===== config.mk =====
export PLATFORM = sky130hd
export DESIGN_NAME = mgia_sync_monitor
export DESIGN_NICKNAME = d
export VERILOG_FILES = /design/src/rtl/mgia_sync_monitor.sv
export SDC_FILE = /design/constraint.sdc
export NUM_CORES = 1
export LEC_CHECK = 0
export BUFFER_PORTS_ARGS = -buffer_cell sky130_fd_sc_hd__buf_2
export CAP_MARGIN = 20
export CORE_UTILIZATION = 37
export CTS_BUF_LIST = sky130_fd_sc_hd__clkbuf_4 sky130_fd_sc_hd__clkbuf_8
export DETAILED_ROUTE_END_ITERATION = 10
export SLEW_MARGIN = 20
export SYNTH_ARGS = -nofsm -noshare
export SYNTH_HDL_FRONTEND = slang
export SYNTH_SLANG_ARGS = --single-unit

===== constraint.sdc =====
create_clock -name CLK_I -period 1.9 [get_ports CLK_I]
set_input_delay 0.095 -clock CLK_I [delete_from_list [all_inputs] [get_ports CLK_I]]
set_output_delay 0.095 -clock CLK_I [all_outputs]
set_load 0.005 [all_outputs]

===== src/rtl/mgia_sync_monitor.sv =====
// MGIA video timing receiver: recovers dot/line position, display enable and lock from HSYNC/VSYNC.
// Optional build macro MGIA_SYNC_WIDTH_CHECK_EN adds HSYNC/VSYNC low-width checks.
module mgia_sync_monitor #(
  parameter int unsigned H_TOTAL     = 795,
  parameter int unsigned H_SYNC_W    = 94,
  parameter int unsigned H_ACT_OFS   = 131,
  parameter int unsigned H_ACT_LEN   = 640,
  parameter int unsigned V_TOTAL     = 526,
  parameter int unsigned V_SYNC_W    = 2,
  parameter int unsigned V_ACT_OFS   = 72,
  parameter int unsigned V_ACT_LEN   = 400,
  parameter int unsigned LOCK_FRAMES = 2
) (
  input  logic       CLK_I,
  input  logic       RST_I,
  input  logic       HSYNC_I,
  input  logic       VSYNC_I,
  output logic [9:0] DOT_O,
  output logic [9:0] LINE_O,
  output logic       DE_O,
  output logic       FRAME_O,
  output logic       LOCKED_O,
  output logic       ERR_O,
  output logic [7:0] ERRCNT_O
);

  localparam logic [9:0] CntMax    = 10'h3ff;
  localparam logic [9:0] HLast     = 10'(H_TOTAL - 1);
  localparam logic [9:0] VLast     = 10'(V_TOTAL - 1);
  localparam logic [9:0] HActFirst = 10'(H_ACT_OFS);
  localparam logic [9:0] HActLast  = 10'(H_ACT_OFS + H_ACT_LEN - 1);
  localparam logic [9:0] VActFirst = 10'(V_ACT_OFS);
  localparam logic [9:0] VActLast  = 10'(V_ACT_OFS + V_ACT_LEN - 1);

  localparam int unsigned CleanW = (LOCK_FRAMES > 1) ? $clog2(LOCK_FRAMES) : 1;
  localparam logic [CleanW-1:0] LockLast = CleanW'(LOCK_FRAMES - 1);

  localparam logic [1:0] StSearch = 2'd0;
  localparam logic [1:0] StVerify = 2'd1;
  localparam logic [1:0] StLocked = 2'd2;

  logic              hs_s_q, hs_p_q, vs_s_q, vs_p_q;
  logic              h_fall, v_fall;
  logic [9:0]        dot_q, dot_d, line_q, line_d;
  logic              dot_sat_q, line_sat_q;
  logic              dot_to, line_to;
  logic [1:0]        state_q, state_d;
  logic [CleanW-1:0] clean_q, clean_d;
  logic              h_seen_q, h_seen_d, v_seen_q, v_seen_d;
  logic              period_bad, width_bad, viol, err_d;
  logic              de_q, de_d, frame_q, err_q;
  logic [7:0]        errcnt_q, errcnt_d;

  // Edges are taken between the sync register and its delayed copy.
  assign h_fall = hs_p_q & ~hs_s_q;
  assign v_fall = vs_p_q & ~vs_s_q;

  always_comb begin
    dot_d = dot_q;
    if (h_fall) begin
      dot_d = '0;
    end else if (dot_q != CntMax) begin
      dot_d = dot_q + 10'd1;
    end
  end

  always_comb begin
    line_d = line_q;
    if (v_fall) begin
      line_d = '0;
    end else if (h_fall && (line_q != CntMax)) begin
      line_d = line_q + 10'd1;
    end
  end

  // Timeouts fire once, in the first cycle a counter sits at its ceiling.
  assign dot_to  = (dot_q == CntMax) & ~dot_sat_q;
  assign line_to = (line_q == CntMax) & ~line_sat_q;

  assign period_bad = (h_fall & h_seen_q & (dot_q != HLast)) |
                      (v_fall & v_seen_q & (line_q != VLast));

`ifdef MGIA_SYNC_WIDTH_CHECK_EN
  localparam logic [9:0]  HSyncW = 10'(H_SYNC_W);
  localparam logic [10:0] VSyncW = 11'(V_SYNC_W);

  logic        h_rise, v_rise;
  logic [9:0]  hw_q, hw_d;
  logic [10:0] vs_lines;

  assign h_rise = ~hs_p_q & hs_s_q;
  assign v_rise = ~vs_p_q & vs_s_q;

  // Counts registered low samples of HSYNC; equals the pulse width on the rise.
  always_comb begin
    hw_d = hw_q;
    if (h_fall) begin
      hw_d = 10'd1;
    end else if (!hs_s_q && (hw_q != CntMax)) begin
      hw_d = hw_q + 10'd1;
    end
  end

  always_ff @(posedge CLK_I) begin
    if (!RST_I) begin
      hw_q <= '0;
    end else begin
      hw_q <= hw_d;
    end
  end

  // The line counter already holds HSYNC falls since the VSYNC fall.
  assign vs_lines  = {1'b0, line_q} + {10'd0, h_fall};
  assign width_bad = (h_rise & h_seen_q & (hw_q != HSyncW)) |
                     (v_rise & v_seen_q & (vs_lines != VSyncW));
`else
  logic unused_width_cfg;
  assign unused_width_cfg = ^{10'(H_SYNC_W), 10'(V_SYNC_W)};
  assign width_bad        = 1'b0;
`endif

  assign viol  = period_bad | width_bad | dot_to | line_to;
  assign err_d = viol & (state_q != StSearch);

  always_comb begin
    state_d = state_q;
    clean_d = clean_q;
    unique case (state_q)
      StSearch: begin
        if (v_fall) begin
          state_d = StVerify;
          clean_d = '0;
        end
      end
      StVerify: begin
        if (viol) begin
          state_d = StSearch;
        end else if (v_fall) begin
          if (clean_q == LockLast) begin
            state_d = StLocked;
          end else begin
            clean_d = clean_q + 1'b1;
          end
        end
      end
      StLocked: begin
        if (viol) begin
          state_d = StSearch;
        end
      end
      default: state_d = StSearch;
    endcase
  end

  // A period is only measured once its opening edge was seen outside SEARCH.
  always_comb begin
    h_seen_d = h_seen_q;
    v_seen_d = v_seen_q;
    if (state_d == StSearch) begin
      h_seen_d = 1'b0;
      v_seen_d = 1'b0;
    end else begin
      if (h_fall) h_seen_d = 1'b1;
      if (v_fall) v_seen_d = 1'b1;
    end
  end

  always_comb begin
    de_d = (dot_q >= HActFirst) && (dot_q <= HActLast) &&
           (line_q >= VActFirst) && (line_q <= VActLast) && (state_d == StLocked);
  end

  always_comb begin
    errcnt_d = errcnt_q;
    if (err_d && (errcnt_q != 8'hff)) begin
      errcnt_d = errcnt_q + 8'd1;
    end
  end

  always_ff @(posedge CLK_I) begin
    if (!RST_I) begin
      hs_s_q     <= 1'b1;
      hs_p_q     <= 1'b1;
      vs_s_q     <= 1'b1;
      vs_p_q     <= 1'b1;
      dot_q      <= '0;
      line_q     <= '0;
      dot_sat_q  <= 1'b0;
      line_sat_q <= 1'b0;
      state_q    <= StSearch;
      clean_q    <= '0;
      h_seen_q   <= 1'b0;
      v_seen_q   <= 1'b0;
      de_q       <= 1'b0;
      frame_q    <= 1'b0;
      err_q      <= 1'b0;
      errcnt_q   <= '0;
    end else begin
      hs_s_q     <= HSYNC_I;
      hs_p_q     <= hs_s_q;
      vs_s_q     <= VSYNC_I;
      vs_p_q     <= vs_s_q;
      dot_q      <= dot_d;
      line_q     <= line_d;
      dot_sat_q  <= (dot_q == CntMax);
      line_sat_q <= (line_q == CntMax);
      state_q    <= state_d;
      clean_q    <= clean_d;
      h_seen_q   <= h_seen_d;
      v_seen_q   <= v_seen_d;
      de_q       <= de_d;
      frame_q    <= v_fall;
      err_q      <= err_d;
      errcnt_q   <= errcnt_d;
    end
  end

  assign DOT_O    = dot_q;
  assign LINE_O   = line_q;
  assign DE_O     = de_q;
  assign FRAME_O  = frame_q;
  assign LOCKED_O = (state_q == StLocked);
  assign ERR_O    = err_q;
  assign ERRCNT_O = errcnt_q;

endmodule

[Word level (Yosys, flattened, before mapping)]
Cells that the tools add are included.
Storage, ports and cells
  output and inout bits: 32
  bits in registers: 42
  logic and storage cells: 79
  input port bits: 4
Operators by class
  muxes and demuxes: 11
  add/subtract/negate cells: 4
  reduce and logical (&&, ||, !) cells: 14
  equal/unequal tests: 13
  order comparisons: 4
  bitwise gates (word level): 17
Operator list (number)
  $ne 10x10->1 const B: 4
  $add 10x1->10 const B: 2
  $eq 10x10->1 const B: 2
  $ge 10x7->1 const B: 1
  $ge 10x8->1 const B: 1
  $le 10x10->1 const B: 1
  $le 10x9->1 const B: 1
  $mux 2: 5
  $and 1x1->1: 9
  $add 8x1->8 const B: 1
  $ne 8x8->1 const B: 1
  $logic_and 1x1->1: 6
  $ne 2x2->1 const B: 3
  $pmux 2 s3: 1
  $reduce_or 2->1: 3
  $not 1->1: 5
  $eq 2x2->1 const B: 2
  $logic_not 2->1: 2
  $mux 1: 4
  $reduce_and 4->1: 1
  $reduce_bool 2->1: 2
  $or 1x1->1: 3
  $eq 2x1->1 const B: 1
  $pmux 1 s2: 1
  $add 1x1->1 const B: 1

[Logic depth before layout (Yosys ltp)]
  word-level depth: 11
  depth in mapped cells: 8
  mapped depth without buffers: 7

[Least setup slack after synthesis]
Ideal clock, no wire load.
  path type: register to register
  start: register line_q[3] (netlist: LINE_O[3])
  end: register errcnt_q[5] (netlist: ERRCNT_O[5])
  setup slack: -0.167 ns
  stages on the path, launching flop included: 8
  clock period less this slack: 2.067 ns
  library setup time: 0.135 ns
  path buffers: 2
  arrival: 1.932 ns
  data required time: 1.765 ns
  cell sequence: dfxtp_1 -> buf_2 -> nand4_4 -> or4_4 -> and4_4 -> buf_2 -> o311ai_0 -> o41ai_1
On the way
  word-level cells in the longest chain between the ends: 7
  elaborated cells between the ends (all ways): 9
  classes of those cells: eq/ne (2); bitwise (6); reduce/logical (1)
Ends and longest elaborated chain
  from (decl): RTL line 44  | logic [9:0] dot_q, dot_d, line_q, line_d;
  from (signal assigned): RTL line 204  | line_q <= line_d;
  $ne 10x10->1: RTL line 81  | (v_fall & v_seen_q & (line_q != VLast));
  $and 1x1->1: RTL line 81
  $or 1x1->1: RTL line 80  | assign period_bad = (h_fall & h_seen_q & (dot_q != HLast)) |
  $or 1x1->1: RTL line 122  | assign viol = period_bad | width_bad | dot_to | line_to;
  $or 1x1->1 (*): RTL line 122
  $and 1x1->1 (*): RTL line 123  | assign err_d = viol & (state_q != StSearch);
  $logic_and 1x1->1 (*): RTL line 175  | if (err_d && (errcnt_q != 8'hff)) begin
  to (signal assigned): RTL line 214  | errcnt_q <= errcnt_d;
  to (decl): RTL line 52  | logic [7:0] errcnt_q, errcnt_d;
Every way passes the cells marked *; elsewhere a longest branch is shown, timed or not.
A chain may end at the register's enable or synchronous reset.

[Worst setup path in the final report]
  start: register line_q[4] (netlist: LINE_O[4])
  end: register errcnt_q[4] (netlist: ERRCNT_O[4])
Same word-level chain as after synthesis.

==> impl_metrics.yaml <==
sta:
  maxSlewViolCount: 0
  setup_repair_after_global_routing_missed_its_margin: "true"
  slew-limit-headroom: 0.449
  largest_clock_skew_in_the_final_design_ns: 0.00593
  fmaxAchievable_mhz: 534
  fin_crit_ns: 1.87
  fin_hold_ws_ns: 0.143
  finalSetupViolCount: 0
  post-route-worst-setup-slack_ns: 0.0279
  final-hold-violation-count: 0
  max_slew.worst_pin.slew_ns: 0.823
  post-route-period-util: 0.985
yosys:
  yosys_register_bits: 42
  yosysWarningCount: 0
  synth_area_leaders: "dfxtp_1 42%, nor2_1 5.1%, xor2_1 4.8%, ha_1 3.8%, nand2_1 3.8%"
  mapped_avg_cell_area_um2: 8.70
  synth-edff-count: 0
  mappedNetlistArea_um2: 1990
  synth_nets: 239
  seq_area_frac_synth: 0.422
  synthCells: 229
  synth_cell_types: 43
  synth_async_sr_flop_share: 0
  yosys_most_used_dff: "dfxtp_1"
  synth.top_cell.area_share: 0.422
  synth.largest_area_cell: "dfxtp_1"
pwr:
  seqPwrFrac: 0.533
  cell_internal_pwr_uw: 1310
  power_leakage_uw: 0.00117
  power.density_cell_area_nw_per_um2: 615
  comb_power_share: 0.072
  power_switching_share: 0.228
  clock_power_share: 0.394
  worst_ir_drop_vdd_mv: 0.462
  power.switching_uw: 388
floorplan:
  floorplan.io_pins: 36
  dieHeight_um: 75.4
  placeable_core_region_um2: 5140
  std_cell_rows: 26
  die-width_um: 75.4
  design.die.area_um2: 5680
  start_util: 0.388
routing:
  via_density_per_instance: 5.06
  drt_pre_antenna_iters: 5
  totalWireLength_mm: 4.73
  detailroute.via_count: 1867
  route.antenna.remaining_nets: 0
  detail_route.wl_per_cell_um: 12.8
  drt_iter0_markers: 95
  drc_errors: 0
grt:
  grt_use_total: 0.179
  global_route_wire_length_before_repair_mm: 7.76
  grt_max_degree: 17
  first_global_vias: 1661
  antenna_found_initial: 0
  overflow_after_grt: 0
clock_network:
  htreeDepth: 2
  clock_slew_seen_by_the_registers_of_the_worst_setup_and_hold_paths_ns: 0.08
  ctsLongestPathBuffers: 2
  cts_tree: "yes"
  numClockSinks: 42
  cts-root-buf: "clkbuf_8"
  clock_latency_ns: 0.29
  tritoncts.num_buffers: 5
layout:
  layout.cell_area.non_filler_um2: 2760
  diodes: 0
  syn2layout_area_growth_pct: 38.7
  post-route-util: 0.537
  final.fill_count: 505
  commonest_non_fill_non_tap_cell_in_the_layout: "buf_2"
  drive_above_1_share: 0.365
  layout_common_cells: "35 x buf_2, 34 x dfxtp_1, 30 x buf_4, 27 x nor2_1, 19 x nand2_1"
  design.final.nets: 308
  final-instance-count-excl-fill: 369
flow_run:
  max_cap_check_violation_count: 0
outcome:
  status: "complete, no violations"
placement:
  gp_congestion: 0.810
  dp.final_hpwl_mm: 3.39
  place_worst_setup_slack_ns: -0.0336
  port_buffers: 35
  place_area_um2: 2480
  post-place-cells: 359
setup_path:
  cp.arrival_ns: 2.10
  worst_ep_required_time_ns: 2.13
  critical_path.endpoint_type: "flip-flop"
  worstPathMaxFanout: 7
  setup.worst_path.start_class: "flip-flop"
  crit_type: "reg2reg"
min_path:
  min_path_type: "in2reg"
==> state kept, by name, indices dropped and copies added, names as in the netlist, 2 cells and up <==
register and count:
DOT_O 10, LINE_O 10, ERRCNT_O 8, state_q 2
==> metal layers <==
layer / GRT usage / up-vias / part of all wire
met5: 0 / - / 0
met4: 0.0432 / 0 / 0.0036
met3: 0.0476 / 2 / 0.032
met2: 0.268 / 35 / 0.44
met1: 0.257 / 868 / 0.52
li1: - / 962 / -
==> logic make-up after synthesis <==
family | count (synthesis) | synth area share
multiplexers | 5 | 0.0251
AND/OR/NAND/NOR | 111 | 0.303
adder cells (fa/ha/maj) | 7 | 0.0427
flip-flops | 42 | 0.422
XOR/XNOR | 13 | 0.0572
buffers and inverters | 12 | 0.0239
AO/OA/AOI/OAI | 39 | 0.126
==> worst max-delay path, stage by stage (launching register included) <==
cell and delay, ns:
dfxtp_4 0.37, nand4_4 0.10, or4_4 0.52, and4_4 0.19, or4_4 0.51, a21oi_2 0.12
==> synth_stat cells, drive strengths merged (2+ instances only) <==
| master | n |
|---|---|
| inv | 5 |
| nor3 | 9 |
| o21ai | 6 |
| nand3 | 11 |
| xor2 | 11 |
| and2 | 2 |
| xnor2 | 2 |
| nand2b | 10 |
| or4 | 4 |
| dfxtp | 42 |
| a211oi | 2 |
| ha | 6 |
| mux2i | 5 |
| nor2b | 5 |
| nand4 | 7 |
| o311ai | 3 |
| a31oi | 4 |
| clkbuf | 5 |
| nand4b | 2 |
| o31ai | 4 |
| buf | 2 |
| nor2 | 27 |
| nand2 | 20 |
| a21oi | 14 |
| and4 | 3 |
| or3 | 5 |
==> worst paths after layout <==
| check | start | to | slack (ns) | cells past startpoint |
|---|---|---|---|---|
| hold / removal | RST_I | vs_s_q | 0.14 | 2 |
| setup reg to reg | LINE_O[4] | ERRCNT_O[4] | 0.03 | 5 |
| setup / recovery | LINE_O[4] | ERRCNT_O[4] | 0.03 | 5 |
| hold reg to reg | hs_s_q | hs_p_q | 0.44 | 1 |
==> timing repair <==
item,in CTS,in global routing
gates resized for setup,7,26
endpoints found under the hold margin,2,0
pin swaps,2,9
setup endpoints to repair,10,13
buffers inserted,0,0
hold buffers,2,0
cloned,0,0
==> through the flow <==
| step | TNS (ns) | total power [uW] |
|---|---|---|
| global route | -0.110 | 1770 |
| finish | 0 | 1700 |
| CTS | -0.0132 | 1700 |
| global placement | -0.0226 | 1040 |
| floorplan | -0.198 | 995 |
| detailed placement | -0.0580 | 1040 |
==> power groups by stage <==
stage / Combinational [uW] / Sequential, uW / Clock, uW
2_1_floorplan: 64.0 / 931 / 0
3_3_place_gp: 109 / 928 / 0
3_5_place_dp: 111 / 928 / 0
4_1_cts: 115 / 909 / 680
5_1_grt: 139 / 909 / 723
6_report: 123 / 906 / 670
==> final cells by class <==
type                    instances  area (um^2)  share of cell area
flip-flops and latches         42          858               0.311
inverters                       5         21.3             0.00770
repair buffers                 69          443               0.160
multi-input cells             175         1240               0.450
clock buffers                   8          110              0.0399
well taps                      70         87.6              0.0317
Power figures use the tool's default switching activity.
